`config.mk`:
```
export PLATFORM = sky130hd
export DESIGN_NAME = uart_frame_parser
export DESIGN_NICKNAME = d
export VERILOG_FILES = /design/src/rtl/uart_frame_parser.sv
export SDC_FILE = /design/constraint.sdc
export NUM_CORES = 1
export LEC_CHECK = 0
export CAP_MARGIN = 25
export CORE_MARGIN = 5
export CORE_UTILIZATION = 52
export CTS_CLUSTER_DIAMETER = 60
export DETAILED_ROUTE_END_ITERATION = 6
export PLACE_DENSITY = 0.78
export SYNTH_ARGS = -nofsm -noshare
export SYNTH_HDL_FRONTEND = slang
export SYNTH_SLANG_ARGS = --single-unit
export TNS_END_PERCENT = 1
```
`constraint.sdc`:
```
create_clock -name i_clk_sys -period 2.55 [get_ports i_clk_sys]
set_input_delay 0.3825 -clock i_clk_sys [delete_from_list [all_inputs] [get_ports i_clk_sys]]
set_output_delay 0.3825 -clock i_clk_sys [all_outputs]
set_load 0.02 [all_outputs]
```
`src/rtl/uart_frame_parser.sv`:
```
// uart_frame_parser: hunts HEADER, checks LEN and XOR checksum, turns CMD_PIX payloads into frame-buffer writes
// Latency: write / ok / err / reply strobes are registered one cycle after the triggering i_rx_done
// Backpressure: none; every byte is consumed on arrival, one ACK/NAK per frame, inter-byte timeout aborts
module uart_frame_parser #(
  parameter logic [7:0] HEADER      = 8'hA5,
  parameter logic [7:0] CMD_PIX     = 8'h01,
  parameter int         ADDR_W      = 17,
  parameter int         PIX_W       = 12,
  parameter int         TIMEOUT_CYC = 5_000_000,
  parameter logic [7:0] ACK_BYTE    = 8'h06,
  parameter logic [7:0] NAK_BYTE    = 8'h15
) (
  input  logic              i_clk_sys,
  input  logic              i_rst_n,
  input  logic [7:0]        i_rx_data,
  input  logic              i_rx_done,
  output logic              o_wr_en,
  output logic [ADDR_W-1:0] o_wr_addr,
  output logic [PIX_W-1:0]  o_wr_data,
  output logic [7:0]        o_tx_data,
  output logic              o_tx_valid,
  output logic              o_frame_ok,
  output logic              o_frame_err,
  output logic [1:0]        o_err_code,
  output logic [7:0]        o_cmd,
  output logic              o_busy
);
  // Address bytes and pixel high byte are stored only as wide as they are used:
  // ADDR_W is expected in 17..24 and PIX_W in 9..16.
  localparam int            TW       = (TIMEOUT_CYC > 2) ? $clog2(TIMEOUT_CYC) : 1;
  localparam logic [TW-1:0] TMO_LAST = TW'(TIMEOUT_CYC - 1);

  typedef enum logic [3:0] {
    S_IDLE, S_CMD, S_LEN_H, S_LEN_L, S_ADDR0, S_ADDR1, S_ADDR2,
    S_PIX_B0, S_PIX_B1, S_DATA, S_CHK
  } state_e;

  state_e            state_q;
  logic [7:0]        cmd_q;      // command of the frame in flight
  logic [7:0]        len_h_q;
  logic [15:0]       rem_q;      // payload bytes still to come (address bytes included)
  logic [7:0]        chk_q;      // running XOR from CMD onwards
  logic [ADDR_W-9:0] addr_hi_q;  // ADDR0/ADDR1 bits that survive truncation
  logic [ADDR_W-1:0] addr_q;     // next pixel address, wraps modulo 2^ADDR_W
  logic [PIX_W-9:0]  pix_hi_q;   // used bits of PIX_B0
  logic [TW-1:0]     tmo_q;

  logic              wr_en_q, tx_valid_q, ok_q, err_q;
  logic [ADDR_W-1:0] wr_addr_q;
  logic [PIX_W-1:0]  wr_data_q;
  logic [7:0]        tx_data_q, last_cmd_q;
  logic [1:0]        err_code_q;

  logic [15:0] len_full_d, rem_dec_d;
  logic [7:0]  chk_d;
  logic        len_bad_d, tmo_hit_d;

  assign len_full_d = {len_h_q, i_rx_data};
  assign rem_dec_d  = rem_q - 16'd1;
  assign chk_d      = chk_q ^ i_rx_data;
  // Pixel frames need 3 address bytes plus whole 2-byte pixels, i.e. LEN >= 3 and odd.
  assign len_bad_d  = (cmd_q == CMD_PIX) && ((len_full_d < 16'd3) || !len_full_d[0]);
  // A byte arriving in the expiry cycle wins over the timeout.
  assign tmo_hit_d  = (state_q != S_IDLE) && !i_rx_done && (tmo_q == TMO_LAST);

  // Frame FSM with registered strobes, reply byte and inter-byte timeout counter
  always_ff @(posedge i_clk_sys or negedge i_rst_n) begin
    if (!i_rst_n) begin
      state_q    <= S_IDLE;
      cmd_q      <= '0;
      len_h_q    <= '0;
      rem_q      <= '0;
      chk_q      <= '0;
      addr_hi_q  <= '0;
      addr_q     <= '0;
      pix_hi_q   <= '0;
      tmo_q      <= '0;
      wr_en_q    <= 1'b0;
      wr_addr_q  <= '0;
      wr_data_q  <= '0;
      tx_data_q  <= '0;
      tx_valid_q <= 1'b0;
      ok_q       <= 1'b0;
      err_q      <= 1'b0;
      err_code_q <= '0;
      last_cmd_q <= '0;
    end else begin
      wr_en_q    <= 1'b0;
      tx_valid_q <= 1'b0;
      ok_q       <= 1'b0;
      err_q      <= 1'b0;
      if (state_q == S_IDLE || i_rx_done) tmo_q <= '0;
      else                                tmo_q <= tmo_q + TW'(1);

      if (tmo_hit_d) begin
        err_q      <= 1'b1;
        err_code_q <= 2'd3;
        tx_data_q  <= NAK_BYTE;
        tx_valid_q <= 1'b1;
        tmo_q      <= '0;
        state_q    <= S_IDLE;
      end else if (i_rx_done) begin
        case (state_q)
          S_IDLE: begin
            if (i_rx_data == HEADER) begin
              chk_q   <= '0;
              state_q <= S_CMD;
            end
          end
          S_CMD: begin
            cmd_q   <= i_rx_data;
            chk_q   <= chk_d;
            state_q <= S_LEN_H;
          end
          S_LEN_H: begin
            len_h_q <= i_rx_data;
            chk_q   <= chk_d;
            state_q <= S_LEN_L;
          end
          S_LEN_L: begin
            chk_q <= chk_d;
            rem_q <= len_full_d;
            if (len_bad_d) begin
              err_q      <= 1'b1;
              err_code_q <= 2'd2;
              tx_data_q  <= NAK_BYTE;
              tx_valid_q <= 1'b1;
              state_q    <= S_IDLE;
            end else if (cmd_q == CMD_PIX) begin
              state_q <= S_ADDR0;
            end else if (len_full_d == 16'd0) begin
              state_q <= S_CHK;
            end else begin
              state_q <= S_DATA;
            end
          end
          S_ADDR0: begin
            addr_hi_q[ADDR_W-9:8] <= i_rx_data[ADDR_W-17:0];
            chk_q   <= chk_d;
            rem_q   <= rem_dec_d;
            state_q <= S_ADDR1;
          end
          S_ADDR1: begin
            addr_hi_q[7:0] <= i_rx_data;
            chk_q   <= chk_d;
            rem_q   <= rem_dec_d;
            state_q <= S_ADDR2;
          end
          S_ADDR2: begin
            addr_q  <= {addr_hi_q, i_rx_data};
            chk_q   <= chk_d;
            rem_q   <= rem_dec_d;
            state_q <= (rem_dec_d == 16'd0) ? S_CHK : S_PIX_B0;
          end
          S_PIX_B0: begin
            pix_hi_q <= i_rx_data[PIX_W-9:0];
            chk_q    <= chk_d;
            rem_q    <= rem_dec_d;
            state_q  <= S_PIX_B1;
          end
          S_PIX_B1: begin
            // Writes go out immediately; a later checksum failure only flags the frame.
            wr_en_q   <= 1'b1;
            wr_addr_q <= addr_q;
            wr_data_q <= {pix_hi_q, i_rx_data};
            addr_q    <= addr_q + ADDR_W'(1);
            chk_q     <= chk_d;
            rem_q     <= rem_dec_d;
            state_q   <= (rem_dec_d == 16'd0) ? S_CHK : S_PIX_B0;
          end
          S_DATA: begin
            chk_q   <= chk_d;
            rem_q   <= rem_dec_d;
            state_q <= (rem_dec_d == 16'd0) ? S_CHK : S_DATA;
          end
          S_CHK: begin
            if (i_rx_data == chk_q) begin
              ok_q       <= 1'b1;
              err_code_q <= 2'd0;
              last_cmd_q <= cmd_q;
              tx_data_q  <= ACK_BYTE;
            end else begin
              err_q      <= 1'b1;
              err_code_q <= 2'd1;
              tx_data_q  <= NAK_BYTE;
            end
            tx_valid_q <= 1'b1;
            state_q    <= S_IDLE;
          end
          default: state_q <= S_IDLE;
        endcase
      end
    end
  end

  assign o_wr_en     = wr_en_q;
  assign o_wr_addr   = wr_addr_q;
  assign o_wr_data   = wr_data_q;
  assign o_tx_data   = tx_data_q;
  assign o_tx_valid  = tx_valid_q;
  assign o_frame_ok  = ok_q;
  assign o_frame_err = err_q;
  assign o_err_code  = err_code_q;
  assign o_cmd       = last_cmd_q;
  assign o_busy      = (state_q != S_IDLE);
endmodule

```
# Word-level counts from Yosys, hierarchy flattened
# Cells that the tools add are included.
[totals]
regBits = 148
in_bits = 11
output_inout_bits = 52
elab_cells = 113
[classes]
addsub = 3
order_cmp = 1
eq_ne = 17
muxes = 40
n_bitwise = 2
reduce_logical = 31
[ops]
columns = ["operator", "n"]
rows = [
  ["$mux W23", 2],
  ["$pmux W4 S9", 1],
  ["$pmux W17 S2", 1],
  ["$logic_not A16 Y1", 2],
  ["$mux W8", 4],
  ["$pmux W16 S2", 1],
  ["$pmux W8 S2", 2],
  ["$reduce_and A3 Y1", 9],
  ["$mux W4", 6],
  ["$add A23 B1 Y23 const B", 1],
  ["$eq A23 B23 Y1 const B", 1],
  ["$add A17 B1 Y17 const B", 1],
  ["$eq A4 B3 Y1 const B", 4],
  ["$lt A16 B2 Y1 const B", 1],
  ["$sub A16 B1 Y16 const B", 1],
  ["$mux W1", 14],
  ["$eq A4 B4 Y1 const B", 3],
  ["$mux W2", 5],
  ["$reduce_or A9 Y1", 1],
  ["$eq A4 B2 Y1 const B", 2],
  ["$eq A8 B1 Y1 const B", 1],
  ["$eq A8 B8 Y1", 1],
  ["$eq A8 B8 Y1 const B", 1],
  ["$reduce_and A4 Y1", 2],
  ["19 further kinds", 27],
]

# Logic depth before layout (Yosys ltp)
# Gate-level depths: netlist of run 1.
[depth]
word_depth = 7
ltp_mapped = 9
depth_no_buf = 8

# Least setup slack after synthesis of run 1
# OpenSTA, ideal clock, no wires.
[synth_path]
path_kind = "reg-to-reg"
from = "reg rem_q[7]"
to = "reg state_q[3]"
setup_ps = 126
t_arrival_ps = 1941
required_time_ps = 2424
slack_ps = 483
stages_incl_launch_ff = 7
path_buffers = 0
period_less_slack_ps = 2067
path_cell_list = "dfrtp_1 or2_4 or3_4 o41ai_2 nand2_1 and4bb_1 a221o_1"
[synth_between]
elab_chain_cells = 6
[synth_lines]
columns = ["item", "line", "source"]
rows = [
  ["start: declaration", "41", "logic [15:0] rem_q;"],
  ["start signal: assignment", "122", "rem_q <= len_full_d;"],
  ["start signal: assignment", "140", "rem_q <= rem_dec_d;"],
  ["start signal: assignment", "146", "rem_q <= rem_dec_d;"],
  ["$sub A16 B1 Y16", "59", "assign rem_dec_d = rem_q - 16'd1;"],
  ["$logic_not A16 Y1", "153, 169", ""],
  ["$mux W4", "153, 169", ""],
  ["$pmux W4 S9", "103", "case (state_q)"],
  ["$mux W4", "102", "end else if (i_rx_done) begin"],
  ["$mux W4", "95", "if (tmo_hit_d) begin"],
  ["end signal: assignment", "153", "state_q <= (rem_dec_d == 16'd0) ? S_CHK : S_PIX_B0;"],
  ["end signal: assignment", "169", "state_q <= (rem_dec_d == 16'd0) ? S_CHK : S_PIX_B0;"],
  ["end signal: assignment", "174", "state_q <= (rem_dec_d == 16'd0) ? S_CHK : S_DATA;"],
  ["end: declaration", "38", "state_e state_q;"],
]
# No other way between the ends. The select of a mux whose other input is x is not followed.
# A chain may end at the register's enable or synchronous reset.

# Final worst setup path of run 1
[layout_path]
from = "reg state_q[3]"
to = "out o_busy"
[layout_between]
elab_chain_cells = 1
[layout_lines]
columns = ["item", "line", "source"]
rows = [
  ["$reduce_bool A4 Y1", "205", "assign o_busy = (state_q != S_IDLE);"],
  ["end: declaration", "26", "output logic o_busy"],
]
# No other way between the ends.

==> impl_metrics.tcl, run 1 <==
set metrics [dict create \
    diodes 0 \
    drt-initial-drc-count 513 \
    multi_input_area_um2 3360 \
    drt-total-wl_um 17800 \
    overflow 0 \
    grt_max_degree 68 \
    cts_tree "built" \
    die_x_um 127 \
    start_util 0.535 \
    setup_viol 0 \
    final.setup.tns_ps 0 \
    synth_area_per_cell_um2 9.99 \
    tightest_slew_ps 586 \
    fmax_ghz 0.410 \
    rows 42 \
    hpwlAfterDp_um 12500 \
    critPathBufInv 2 \
    die_h_um 127 \
    peakVddDrop_uv 516 \
    drtPass1Iterations 5 \
    slew_violations 0 \
    grt_pass1_vias 5879 \
    crit_fanout 14 \
    path_cells "nor4_2 > inv_1 > clkdlybuf4s50_1" \
    core_um2 13300 \
    rsz0062_at_grt "false" \
    power.density_nw_per_um2 855 \
    finalHoldViolCount 0 \
    final_common_cell "dfrtp_1" \
    worstSkewPairLatency_ps 430 \
    worst-setup-path-type "register to primary output" \
    maxCapViolCount 0 \
    drtAntennaViolNets 0 \
    worstReg2RegStart "state_q[3]$_DFFE_PN0P_" \
    root_buffer "clkbuf_16" \
    h-tree-depth 4 \
    slowest_stage "clkdlybuf4s50_1" \
    place_congestion 0.936 \
    die_area_um2 16200 \
    r2r_cells 5 \
    ios 63 \
    yosys_warnings 0 \
    layout.nets 801 \
    r2r_slack_ps 270 \
    n_fill_cell 1069 \
    post_cts_buffers 0 \
    final_cell_mix "143 x dfrtp_1, 70 x nor2_1, 68 x o21ai_0" \
    avgRoutedWirePerCell_um 18.3 \
    track_usage 0.230 \
    clock_sinks 143 \
    vias_per_cell 6.01 \
    yosys_register_bits 143 \
    areaGrowthSynthToFinish_pct 21.0 \
    critPathTopFamily "buffers and inverters" \
    leakagePower_nw 3.76 \
    hold_path_class "primary input to asynchronous set/reset pin" \
    cp-start-kind "register" \
    status "complete, no violations" \
    vias 5856 \
    drive_above_1_share 0.189 \
    cpPeakStageDelay_ps 580 \
    syn_area_um2 7150 \
    relSlewSlack 0.609 \
    clock_path_buffers 2 \
    critical_path_cell_count 3 \
    grt_pass1_wl_um 29600 \
    r2r_end "addr_q[14]$_DFFE_PN0P_" \
    antenna_found_initial 0 \
    remaining_drc_errors 0 \
    min_period_over_period 0.957 \
    io_buffer_count 58 \
    ys.flop_type "dfrtp_1" \
    cp-end-kind "primary output" \
    postSynthCellCount 715 \
    fin_crit_ps 2440 \
    synthArstFlopShare 1.00 \
    synth_edf_count 0 \
    cts_buffers 17 \
    skew_ps 15.1 \
    total_power_w 0.00739 \
    ys_seq_area_frac 0.501 \
    synth_cell_types 59 \
    critPathArrivalTime_ps 2060 \
    crit_required_ps 2170 \
    seq_area_um2 3580 \
    clkTransAtPathRegs_ps 60 \
]
[worst max path at each step]
stage,endpoint,start,slack [ps]
final,o_busy,state_q[3]$_DFFE_PN0P_,110
after global routing,o_busy,state_q[3]$_DFFE_PN0P_,20
after CTS,o_busy,state_q[3]$_DFFE_PN0P_,20
after detailed placement,o_tx_data[1]$_DFFE_PN0P_,i_rx_data[6],30
after global placement,o_tx_data[1]$_DFFE_PN0P_,i_rx_data[6],90
after floorplan,state_q[3]$_DFFE_PN0P_,rem_q[7]$_DFFE_PN0P_,480
[state kept, by name, indices dropped and copies added, names as in the netlist, 9 cells and up]
register	cells
o_wr_data	12
tmo_q	23
o_wr_addr	17
rem_q	16
addr_hi_q	9
addr_q	17
[metal layers]
layer	track usage	part of all wire	vias up
li1	-	-	2695
met1	0.281	0.41	2889
met2	0.384	0.50	226
met3	0.0538	0.059	46
met4	0.111	0.029	0
met5	0	0	-
[cell usage after synthesis (2+ instances only)]
library cell  number  area [µm²]
a31oi_1            7        43.8
o21ai_1            2        10.0
or3_1              3        18.8
ha_1               4        50.1
buf_4              5        37.5
o31a_1             3        26.3
xor2_1            24         210
nand4_1            9        56.3
clkbuf_1          36         135
inv_1              8        30.0
nor4_2             2        25.0
nand2_1           51         191
xnor2_1            6        52.6
o21ai_0           68         340
a22oi_1            4        30.0
a2bb2oi_1          6        52.6
mux2i_1            2        20.0
nand3b_1           2        15.0
dfrtp_1          143        3580
a21boi_0           2        15.0
and4_1             2        17.5
mux2_2            65         732
nor4b_1            4        35.0
nor3_1            17        85.1
and3_1             9        56.3
or4b_2             2        20.0
o211ai_1           2        15.0
buf_2              6        30.0
o2bb2ai_1          3        26.3
a21oi_1           41         205
nor2b_1            7        43.8
nand3_1           35         175
a32oi_1            4        35.0
o22ai_1            6        37.5
nand2b_1          20         125
nor2_1            70         263
nor4_1            11        68.8
nor3b_1            3        22.5
[cell families (layout without fill, tap and decap cells)]
| family | count (synthesis) | in the layout | synth area share |
|---|---|---|---|
| adder cells (fa/ha/maj) | 4 | 4 | 0.00700 |
| AO/OA/AOI/OAI | 157 | 157 | 0.130 |
| buffers and inverters | 56 | 137 | 0.0341 |
| XOR/XNOR | 30 | 30 | 0.0368 |
| flip-flops | 143 | 143 | 0.501 |
| AND/OR/NAND/NOR | 257 | 257 | 0.185 |
| multiplexers | 67 | 67 | 0.105 |
| other | 1 | 4 | 0.000525 |
[metrics by stage]
step	std cells	hold slack [ps]	area [µm²]	util	setup WS (ps)
finish	975	458	8650	0.648	110
global route	975	510	8650	0.648	24.9
CTS	975	473	8640	0.647	24.0
detailed placement	942	349	8050	0.603	26.5
global placement	942	340	8050	0.603	93.1
floorplan	718	86.9	7160	-	483
[where the power goes]
group | total [W] | switching, W | leakage, nW | internal (W)
Clock | 0.00240 | 0.00101 | 0.270 | 0.00139
Sequential | 0.00328 | 0.000544 | 1.92 | 0.00274
Combinational | 0.00171 | 0.000886 | 1.57 | 0.000821
Total | 0.00739 | 0.00244 | 3.76 | 0.00495
[layout make-up]
cell class	instances	area share
Clock buffer	19	0.0512
Clock inverter	13	0.0152
Timing Repair Buffer	97	0.103
Sequential cell	143	0.414
Tap cell	176	0.0255
Inverter	8	0.00347
Multi-Input combinational cell	519	0.388
[timing repair]
item,in CTS,in global routing
resized for setup,0,2
endpoints found under the hold margin,46,0
setup endpoints to repair,0,7
hold buffers,1,0
No activity file was read; power rests on OpenSTA's default activity.
==> inputs of run 2 (changes only) <==
--- a/config.mk
+++ b/config.mk
@@ -5,6 +5,7 @@
 export SDC_FILE = /design/constraint.sdc
 export NUM_CORES = 1
 export LEC_CHECK = 0
+export ABC_CLOCK_PERIOD_IN_PS = 2550
 export CAP_MARGIN = 25
 export CORE_MARGIN = 5
 export CORE_UTILIZATION = 52
@@ -14,4 +15,3 @@
 export SYNTH_ARGS = -nofsm -noshare
 export SYNTH_HDL_FRONTEND = slang
 export SYNTH_SLANG_ARGS = --single-unit
-export TNS_END_PERCENT = 1
==> results of run 2 <==
The final DEF is identical to that of run 1; final timing and power are the same.
